--- src/rtl/gmii_rx_frame_parser_pkg.sv ---
// Shared Ethernet receive constants, FSM state type and CRC helpers.
// Used by the GMII frame parser and reusable by the transmit side.
package eth_rx_pkg;

   localparam logic [7:0]  PREAMBLE_BYTE = 8'h55;
   localparam logic [7:0]  SFD_BYTE      = 8'hD5;
   localparam logic [31:0] CRC_INIT      = 32'hFFFFFFFF;
   localparam logic [31:0] CRC_RESIDUE   = 32'hC704DD7B;
   localparam logic [31:0] CRC_POLY      = 32'hEDB88320;
   localparam int          DELAY_STAGES  = 5;

   typedef enum logic [1:0] {
      ST_IDLE,
      ST_PREAMBLE,
      ST_DATA,
      ST_DROP
   } rx_state_t;

   // The residue constant is in normal bit order; the reflected CRC register
   // must be bit-reversed before comparing against it.
   function automatic logic [31:0] bit_reverse32(input logic [31:0] value);
      logic [31:0] result;
      for (int i = 0; i < 32; i++) begin
         result[i] = value[31 - i];
      end
      return result;
   endfunction

endpackage

--- src/rtl/gmii_rx_frame_parser_if.sv ---
// GMII receive input plus parsed payload stream, bundled for the frame parser.
// master drives the GMII side and consumes the payload; slave is the parser.
interface gmii_rx_frame_parser_if;

   logic [7:0]  gmii_rxd;
   logic        gmii_rx_dv;
   logic        gmii_rx_er;
   logic [7:0]  out_data;
   logic        out_valid;
   logic        out_sof;
   logic        out_eof;
   logic        out_err;
   logic [10:0] out_len;

   modport master (
      output gmii_rxd, gmii_rx_dv, gmii_rx_er,
      input  out_data, out_valid, out_sof, out_eof, out_err, out_len
   );

   modport slave (
      input  gmii_rxd, gmii_rx_dv, gmii_rx_er,
      output out_data, out_valid, out_sof, out_eof, out_err, out_len
   );

endinterface

--- src/rtl/gmii_rx_frame_parser_crc32_d8.sv ---
// Combinational IEEE 802.3 CRC-32 step, reflected, one byte per call.
module crc32_d8
   import eth_rx_pkg::*;
(
   input  logic [31:0] crc_in,
   input  logic [7:0]  data,
   output logic [31:0] crc_out
);

   always_comb begin
      logic [31:0] c;
      c = crc_in ^ {24'h0, data};
      for (int i = 0; i < 8; i++) begin
         c = c[0] ? ((c >> 1) ^ CRC_POLY) : (c >> 1);
      end
      crc_out = c;
   end

endmodule

--- src/rtl/gmii_rx_frame_parser.sv ---
// GMII receive frame parser: strips preamble/SFD, checks FCS and length,
// and streams the payload through a 5-byte delay line so the FCS never leaves.
module gmii_rx_frame_parser
   import eth_rx_pkg::*;
#(
   parameter int MIN_FRAME = 64,
   parameter int MAX_FRAME = 1518
) (
   input  logic                  clock,
   input  logic                  reset,
   gmii_rx_frame_parser_if.slave rx,
   output logic [15:0]           frames_ok,
   output logic [15:0]           frames_bad
);

   localparam logic [10:0] MIN_LEN   = 11'(MIN_FRAME);
   localparam logic [10:0] MAX_LEN   = 11'(MAX_FRAME);
   localparam logic [10:0] COUNT_SAT = 11'h7FF;
   localparam int          LAST      = DELAY_STAGES - 1;

   rx_state_t               state_reg, state_next;
   logic [31:0]             crc_reg, crc_next;
   logic [10:0]             count_reg;
   logic                    err_reg;
   logic                    sof_pending_reg;
   logic [7:0]              pipe_data_reg [DELAY_STAGES];
   logic [DELAY_STAGES-1:0] pipe_valid_reg;
   logic                    frame_start, data_byte, frame_end, frame_bad;

   crc32_d8 u_crc (
      .crc_in  (crc_reg),
      .data    (rx.gmii_rxd),
      .crc_out (crc_next)
   );

   always_ff @(posedge clock or posedge reset) begin
      if (reset) state_reg <= ST_IDLE;
      else       state_reg <= state_next;
   end

   always_comb begin
      state_next = state_reg;
      case (state_reg)
         ST_IDLE: begin
            if (rx.gmii_rx_dv)
               state_next = (rx.gmii_rxd == PREAMBLE_BYTE) ? ST_PREAMBLE : ST_DROP;
         end
         ST_PREAMBLE: begin
            if (!rx.gmii_rx_dv)                   state_next = ST_IDLE;
            else if (rx.gmii_rx_er)               state_next = ST_DROP;
            else if (rx.gmii_rxd == PREAMBLE_BYTE) state_next = ST_PREAMBLE;
            else if (rx.gmii_rxd == SFD_BYTE)      state_next = ST_DATA;
            else                                   state_next = ST_DROP;
         end
         ST_DATA: if (!rx.gmii_rx_dv) state_next = ST_IDLE;
         ST_DROP: if (!rx.gmii_rx_dv) state_next = ST_IDLE;
         default: state_next = ST_IDLE;
      endcase
   end

   always_comb begin
      frame_start = 1'b0;
      data_byte   = 1'b0;
      frame_end   = 1'b0;
      case (state_reg)
         ST_PREAMBLE: frame_start = rx.gmii_rx_dv && !rx.gmii_rx_er && (rx.gmii_rxd == SFD_BYTE);
         ST_DATA: begin
            data_byte = rx.gmii_rx_dv;
            frame_end = !rx.gmii_rx_dv;
         end
         default: ;
      endcase
   end

   // An empty last stage at frame end means a runt of 4 bytes or fewer.
   assign frame_bad = (bit_reverse32(crc_reg) != CRC_RESIDUE) ||
                      (count_reg < MIN_LEN) || (count_reg > MAX_LEN) ||
                      err_reg || !pipe_valid_reg[LAST];

   always_ff @(posedge clock or posedge reset) begin
      if (reset) begin
         for (int i = 0; i < DELAY_STAGES; i++) pipe_data_reg[i] <= '0;
         pipe_valid_reg <= '0;
      end else if (frame_start || frame_end) begin
         pipe_valid_reg <= '0;
      end else if (data_byte) begin
         pipe_data_reg[0] <= rx.gmii_rxd;
         for (int i = 1; i < DELAY_STAGES; i++) pipe_data_reg[i] <= pipe_data_reg[i-1];
         pipe_valid_reg <= {pipe_valid_reg[DELAY_STAGES-2:0], 1'b1};
      end
   end

   always_ff @(posedge clock or posedge reset) begin
      if (reset) begin
         crc_reg         <= CRC_INIT;
         count_reg       <= '0;
         err_reg         <= 1'b0;
         sof_pending_reg <= 1'b0;
         rx.out_data     <= '0;
         rx.out_valid    <= 1'b0;
         rx.out_sof      <= 1'b0;
         rx.out_eof      <= 1'b0;
         rx.out_err      <= 1'b0;
         rx.out_len      <= '0;
         frames_ok       <= '0;
         frames_bad      <= '0;
      end else begin
         rx.out_valid <= 1'b0;
         rx.out_sof   <= 1'b0;
         rx.out_eof   <= 1'b0;
         rx.out_err   <= 1'b0;
         rx.out_len   <= '0;
         if (frame_start) begin
            crc_reg         <= CRC_INIT;
            count_reg       <= '0;
            err_reg         <= 1'b0;
            sof_pending_reg <= 1'b1;
         end
         if (data_byte) begin
            crc_reg <= crc_next;
            if (count_reg != COUNT_SAT) count_reg <= count_reg + 11'd1;
            if (rx.gmii_rx_er)          err_reg   <= 1'b1;
         end
         if ((data_byte || frame_end) && pipe_valid_reg[LAST]) begin
            rx.out_data     <= pipe_data_reg[LAST];
            rx.out_valid    <= 1'b1;
            rx.out_sof      <= sof_pending_reg;
            sof_pending_reg <= 1'b0;
            rx.out_eof      <= frame_end;
            rx.out_err      <= frame_end && frame_bad;
            rx.out_len      <= frame_end ? (count_reg - 11'd4) : 11'd0;
         end
         if (frame_end) begin
            sof_pending_reg <= 1'b0;
            if (frame_bad) frames_bad <= frames_bad + 16'd1;
            else           frames_ok  <= frames_ok + 16'd1;
         end
      end
   end

endmodule
--- src/flat_wrapper.sv ---
// flat-port wrapper written by rule: the top's interface ports become plain ports
module gmii_rx_frame_parser_flat import eth_rx_pkg::*;
#(
   parameter int MIN_FRAME = 64,
   parameter int MAX_FRAME = 1518
)
  (clock, reset, frames_ok, frames_bad, rx_gmii_rxd, rx_gmii_rx_dv, rx_gmii_rx_er, rx_out_data, rx_out_valid, rx_out_sof, rx_out_eof, rx_out_err, rx_out_len);
  gmii_rx_frame_parser_if rx_i ();
  input  logic clock;
  input  logic reset;
  output logic [15:0] frames_ok;
  output logic [15:0] frames_bad;
  input wire logic [$bits(rx_i.gmii_rxd)-1:0] rx_gmii_rxd;
  input wire logic [$bits(rx_i.gmii_rx_dv)-1:0] rx_gmii_rx_dv;
  input wire logic [$bits(rx_i.gmii_rx_er)-1:0] rx_gmii_rx_er;
  output wire logic [$bits(rx_i.out_data)-1:0] rx_out_data;
  output wire logic [$bits(rx_i.out_valid)-1:0] rx_out_valid;
  output wire logic [$bits(rx_i.out_sof)-1:0] rx_out_sof;
  output wire logic [$bits(rx_i.out_eof)-1:0] rx_out_eof;
  output wire logic [$bits(rx_i.out_err)-1:0] rx_out_err;
  output wire logic [$bits(rx_i.out_len)-1:0] rx_out_len;
  assign rx_i.gmii_rxd = rx_gmii_rxd;
  assign rx_i.gmii_rx_dv = rx_gmii_rx_dv;
  assign rx_i.gmii_rx_er = rx_gmii_rx_er;
  assign rx_out_data = rx_i.out_data;
  assign rx_out_valid = rx_i.out_valid;
  assign rx_out_sof = rx_i.out_sof;
  assign rx_out_eof = rx_i.out_eof;
  assign rx_out_err = rx_i.out_err;
  assign rx_out_len = rx_i.out_len;
  gmii_rx_frame_parser #(.MIN_FRAME(MIN_FRAME), .MAX_FRAME(MAX_FRAME)) u_core (.clock(clock), .reset(reset), .rx(rx_i), .frames_ok(frames_ok), .frames_bad(frames_bad));
endmodule
--- config.mk ---
export PLATFORM = sky130hd
export DESIGN_NAME = gmii_rx_frame_parser_flat
export DESIGN_NICKNAME = d
export VERILOG_FILES = /design/src/rtl/gmii_rx_frame_parser_pkg.sv /design/src/rtl/gmii_rx_frame_parser_if.sv /design/src/rtl/gmii_rx_frame_parser_crc32_d8.sv /design/src/rtl/gmii_rx_frame_parser.sv /design/src/flat_wrapper.sv
export SDC_FILE = /design/constraint.sdc
export NUM_CORES = 1
export LEC_CHECK = 0
export ABC_CLOCK_PERIOD_IN_PS = 12480
export CAP_MARGIN = 30
export CORE_MARGIN = 2
export CORE_UTILIZATION = 48
export DETAILED_ROUTE_END_ITERATION = 10
export GPL_TIMING_DRIVEN = 0
export PLACE_DENSITY = 0.76
export SKIP_LAST_GASP = 1
export SLEW_MARGIN = 25
export SYNTH_ARGS = -nofsm -noshare
export SYNTH_HDL_FRONTEND = slang
export SYNTH_SLANG_ARGS = --single-unit
--- constraint.sdc ---
create_clock -name clock -period 12.48 [get_ports clock]
set_input_delay 3.12 -clock clock [delete_from_list [all_inputs] [get_ports clock]]
set_output_delay 3.12 -clock clock [all_outputs]
set_load 0.03 [all_outputs]
==> qor.csv <==
stage,metric,value,unit
place,gp_congestion,0.9172,
clock_tree,cts.hold.buffers_added,0,
power_and_ir_drop,p_leak,3.816,nW
setup_path,arrival,5.54,ns
floorplan,dieWidth,123.5,um
power_and_ir_drop,comb_power_share,39.2,%
cells_and_area,multi_input_area,2977,um2
setup_path,slowest_stage,clkdlybuf4s50_1,
grt,grt_pass1_wl,24.05,mm
cells_and_area,fill_cells,1142,
route,wl_per_cell,15.50,um
synth,synthTopCellsByArea,"dfrtp_1 42%, dfstp_2 12%, xnor2_1 8.3%, nand2_1 7.6%, xor2_1 3.8%",
setup_path,cp-end-kind,flip-flop,
power_and_ir_drop,p_per_area,242.4,nW/um2
min_path,hold_depth,2,
setup_path,worstPathRequired,12.83,ns
clock_tree,clkTransAtPathRegs,0.06,ns
route,wl_met2,7.039,mm
synth,syn_nets,675,
grt,grt_pass1_vias,4917,
outcome,status,"finished, final reports clean",
min_path,hold_path.class,reg2reg,
place,placed_area,7770,um2
synth,ys_ff_latch,147,
power_and_ir_drop,irDropWorstVdd,0.0001356,V
clock_tree,cts.sinks,147,
grt,grtUsageTotal,20.74,%
synth,async_reset_ff_share,100.0,%
grt,grt_max_degree,83,
synth,synth_area_per_cell,10.44,um2
setup_path,cp.buffers_inverters,3,
synth,synth_edf_count,0,
synth,synth_area,6859,um2
power_and_ir_drop,p_int,1.320,mW
clock_tree,cts_root_buf,clkbuf_16,
setup_path,worstPathCellList,clkdlybuf4s50_1 -> nand4b_1 -> nor4_1 -> and3_1 -> buf_2 -> buf_1 -> nor3_1 -> a21oi_1,
timing,fmax,192.6,MHz
route,ant_nets,0,
timing,setup_viol,0,
setup_path,cp_top_family,buffers and inverters,
timing,hold_viol,0,
clock_tree,cts_htree_levels,4,
synth,synth.distinct_cells,50,
cells_and_area,antenna_cells,0,
setup_path,critPathMaxStageDelay,0.60,ns
timing,fin_setup_tns,0,ns
route,drt-initial-drc-count,423,
synth,synth_top_cell_area_share,41.96,%
setup_path,worstPathMaxFanout,10,
route,met3WireLength,672,um
floorplan,core,13930,um2
setup_path,start_kind,primary input,
timing,grt_setup_unrepaired,false,
route,drt-met1-wl,6.495,mm
route,topRoutingLayerUsed,met4,
cells_and_area,syn_to_final_growth,22.15,%
clock_tree,clk_latency,0.43,ns
run,cap_violations,0,
setup_path,r2r.worst_path.cells,6,
clock_tree,cts_tree,done,
clock_tree,clk_path_buf_depth,2,
synth,ys_seq_area_share,54.21,%
power_and_ir_drop,seqPwrFrac,35.3,%
power_and_ir_drop,switching_power,711.3,uW
power_and_ir_drop,pwr-share-clk,25.5,%
timing,layout_min_cycle_time,5.192,ns
floorplan,die-area,15260,um2
timing,slew_headroom,50.02,%
cells_and_area,stdcell_area,8378,um2
cells_and_area,nets,760,
grt,overflow,0,
clock_tree,post_cts_resized,0,
cells_and_area,fin_util,60.12,%
synth,synth_top_area_cell,dfrtp_1,
timing,tightest_slew,0.7460,ns
synth,ys_top_cells_by_count,"139 x nand2_1, 115 x dfrtp_1, 65 x xnor2_1, 46 x nor2_1, 42 x a21oi_1",
timing,clock_skew,0.007186,ns
timing,holdWs,0.4638,ns
clock_tree,cts_buffers,17,
timing,drv_slew,0,
cells_and_area,largest_register_ffs,40,
floorplan,initial_utilization,49.22,%
clock_tree,cts_setup_buffers,0,
setup_path,crit_cells,8,
route,viasPerCell,5.358,
route,dr_total_vias,5004,
route,drc,0,
cells_and_area,drive_gt1_share,13.26,%
route,first_pass_iters,4,
synth,synthFlopType,dfrtp_1,
floorplan,ios,67,
place,numPortBuffers,65,
setup_path,critical_path_class,in2reg,
floorplan,row_count,43,
floorplan,die_h,123.5,um
route,wirelength,14.48,mm
timing,final.period_utilization,41.60,%
cells_and_area,final-seq-area,3719,um2
synth,synth.most_common_cell,nand2_1,
place,post-dp-hpwl,10.14,mm
synth,yosys_warnings,0,
synth,netlist_instances,657,
grt,antenna_found_initial,0,
power_and_ir_drop,switching_share,35.02,%
metrics by stage:
| step | total power [mW] | setup slack (ns) | instances |
|---|---|---|---|
| floorplan | 1.338 | 5.462 | 657 |
| global placement | 1.485 | 3.739 | 902 |
| detailed placement | 1.509 | 6.923 | 903 |
| CTS | 2.037 | 7.359 | 934 |
| global route | 2.140 | 7.100 | 934 |
| finish | 2.031 | 7.288 | 934 |
power by group through the flow:
stage | Combinational [mW] | Clock (mW) | Sequential [mW]
finish | 0.796 | 0.518 | 0.717
global route | 0.866 | 0.546 | 0.728
CTS | 0.796 | 0.525 | 0.716
detailed placement | 0.788 | 0 | 0.721
global placement | 0.770 | 0 | 0.716
floorplan | 0.629 | 0 | 0.709
logic make-up after synthesis:
kind of cell,after synthesis,synth area share (%)
AND/OR/NAND/NOR,278,18.83
XOR/XNOR,107,15.91
AO/OA/AOI/OAI,68,5.929
multiplexers,10,1.642
flip-flops,147,54.21
adder cells (fa/ha/maj),6,1.094
buffers and inverters,41,2.390
cell type report:
cell class	count	share of cell area (%)
repair buffers	66	8.094
clock inverters	7	1.150
multi-input cells	469	35.53
clock buffers	24	6.108
inverters	14	0.7168
well taps	180	2.688
plain buffers	27	1.329
flip-flops and latches	147	44.38
per-layer routing:
layer	global-route usage, %	up-vias
li1	-	2348
met1	27.04	2493
met2	33.17	138
met3	4.751	25
met4	9.162	0
met5	0	-
worst paths after layout:
| path | startpoint | endpoint | slack, ns |
|---|---|---|---|
| max | rx_gmii_rxd[6] | u_core.crc_reg[0]$_DFFE_PP1P_ | 7.29 |
| min in group asynchronous | reset | u_core.frames_bad[1]$_DFFE_PP0P_ | 3.12 |
| max in group asynchronous | reset | u_core.crc_reg[25]$_DFFE_PP1P_ | 8.58 |
| max reg2reg | u_core.crc_reg[28]$_DFFE_PP1P_ | u_core.frames_ok[12]$_DFFE_PP0P_ | 10.08 |
| min reg2reg | u_core.pipe_data_reg[10]$_DFFE_PP0P_ | u_core.pipe_data_reg[2]$_DFFE_PP0P_ | 0.46 |
| min | u_core.pipe_data_reg[10]$_DFFE_PP0P_ | u_core.pipe_data_reg[2]$_DFFE_PP0P_ | 0.46 |
worst min-delay path: stages, from the launching register on:
cell,delay (ns)
dfrtp_1,0.34
nand2_1,0.05
nand2_1,0.05
placed cells by master (no fill, tap or decap), types with 2 or more instances in the layout:
cell type	Yosys	routed
or2_2	3	3
and3_1	9	9
nor4_1	4	4
clkbuf_1	18	19
nor2b_1	2	2
nor2_1	46	46
xor2_1	30	30
dfstp_2	32	32
and2_1	6	6
xnor2_1	65	65
xnor2_4	4	4
nand2b_1	4	4
nand4_1	12	12
clkdlybuf4s50_1	0	65
dfrtp_1	115	115
nor3_1	17	17
o22a_1	2	2
clkbuf_16	0	17
ha_1	6	6
and4b_1	2	2
nor4bb_1	3	3
nand3_1	15	15
o21ai_0	12	12
buf_2	5	5
clkinv_4	0	3
clkbuf_8	0	6
inv_1	14	13
buf_1	3	3
bufinv_16	0	2
nand3b_1	2	2
a22o_1	4	4
xnor2_2	5	5
and4_1	7	7
clkinv_2	0	2
a21oi_1	42	42
nand2_1	139	139
mux2_2	10	10
No activity file was read; power rests on OpenSTA's default activity.
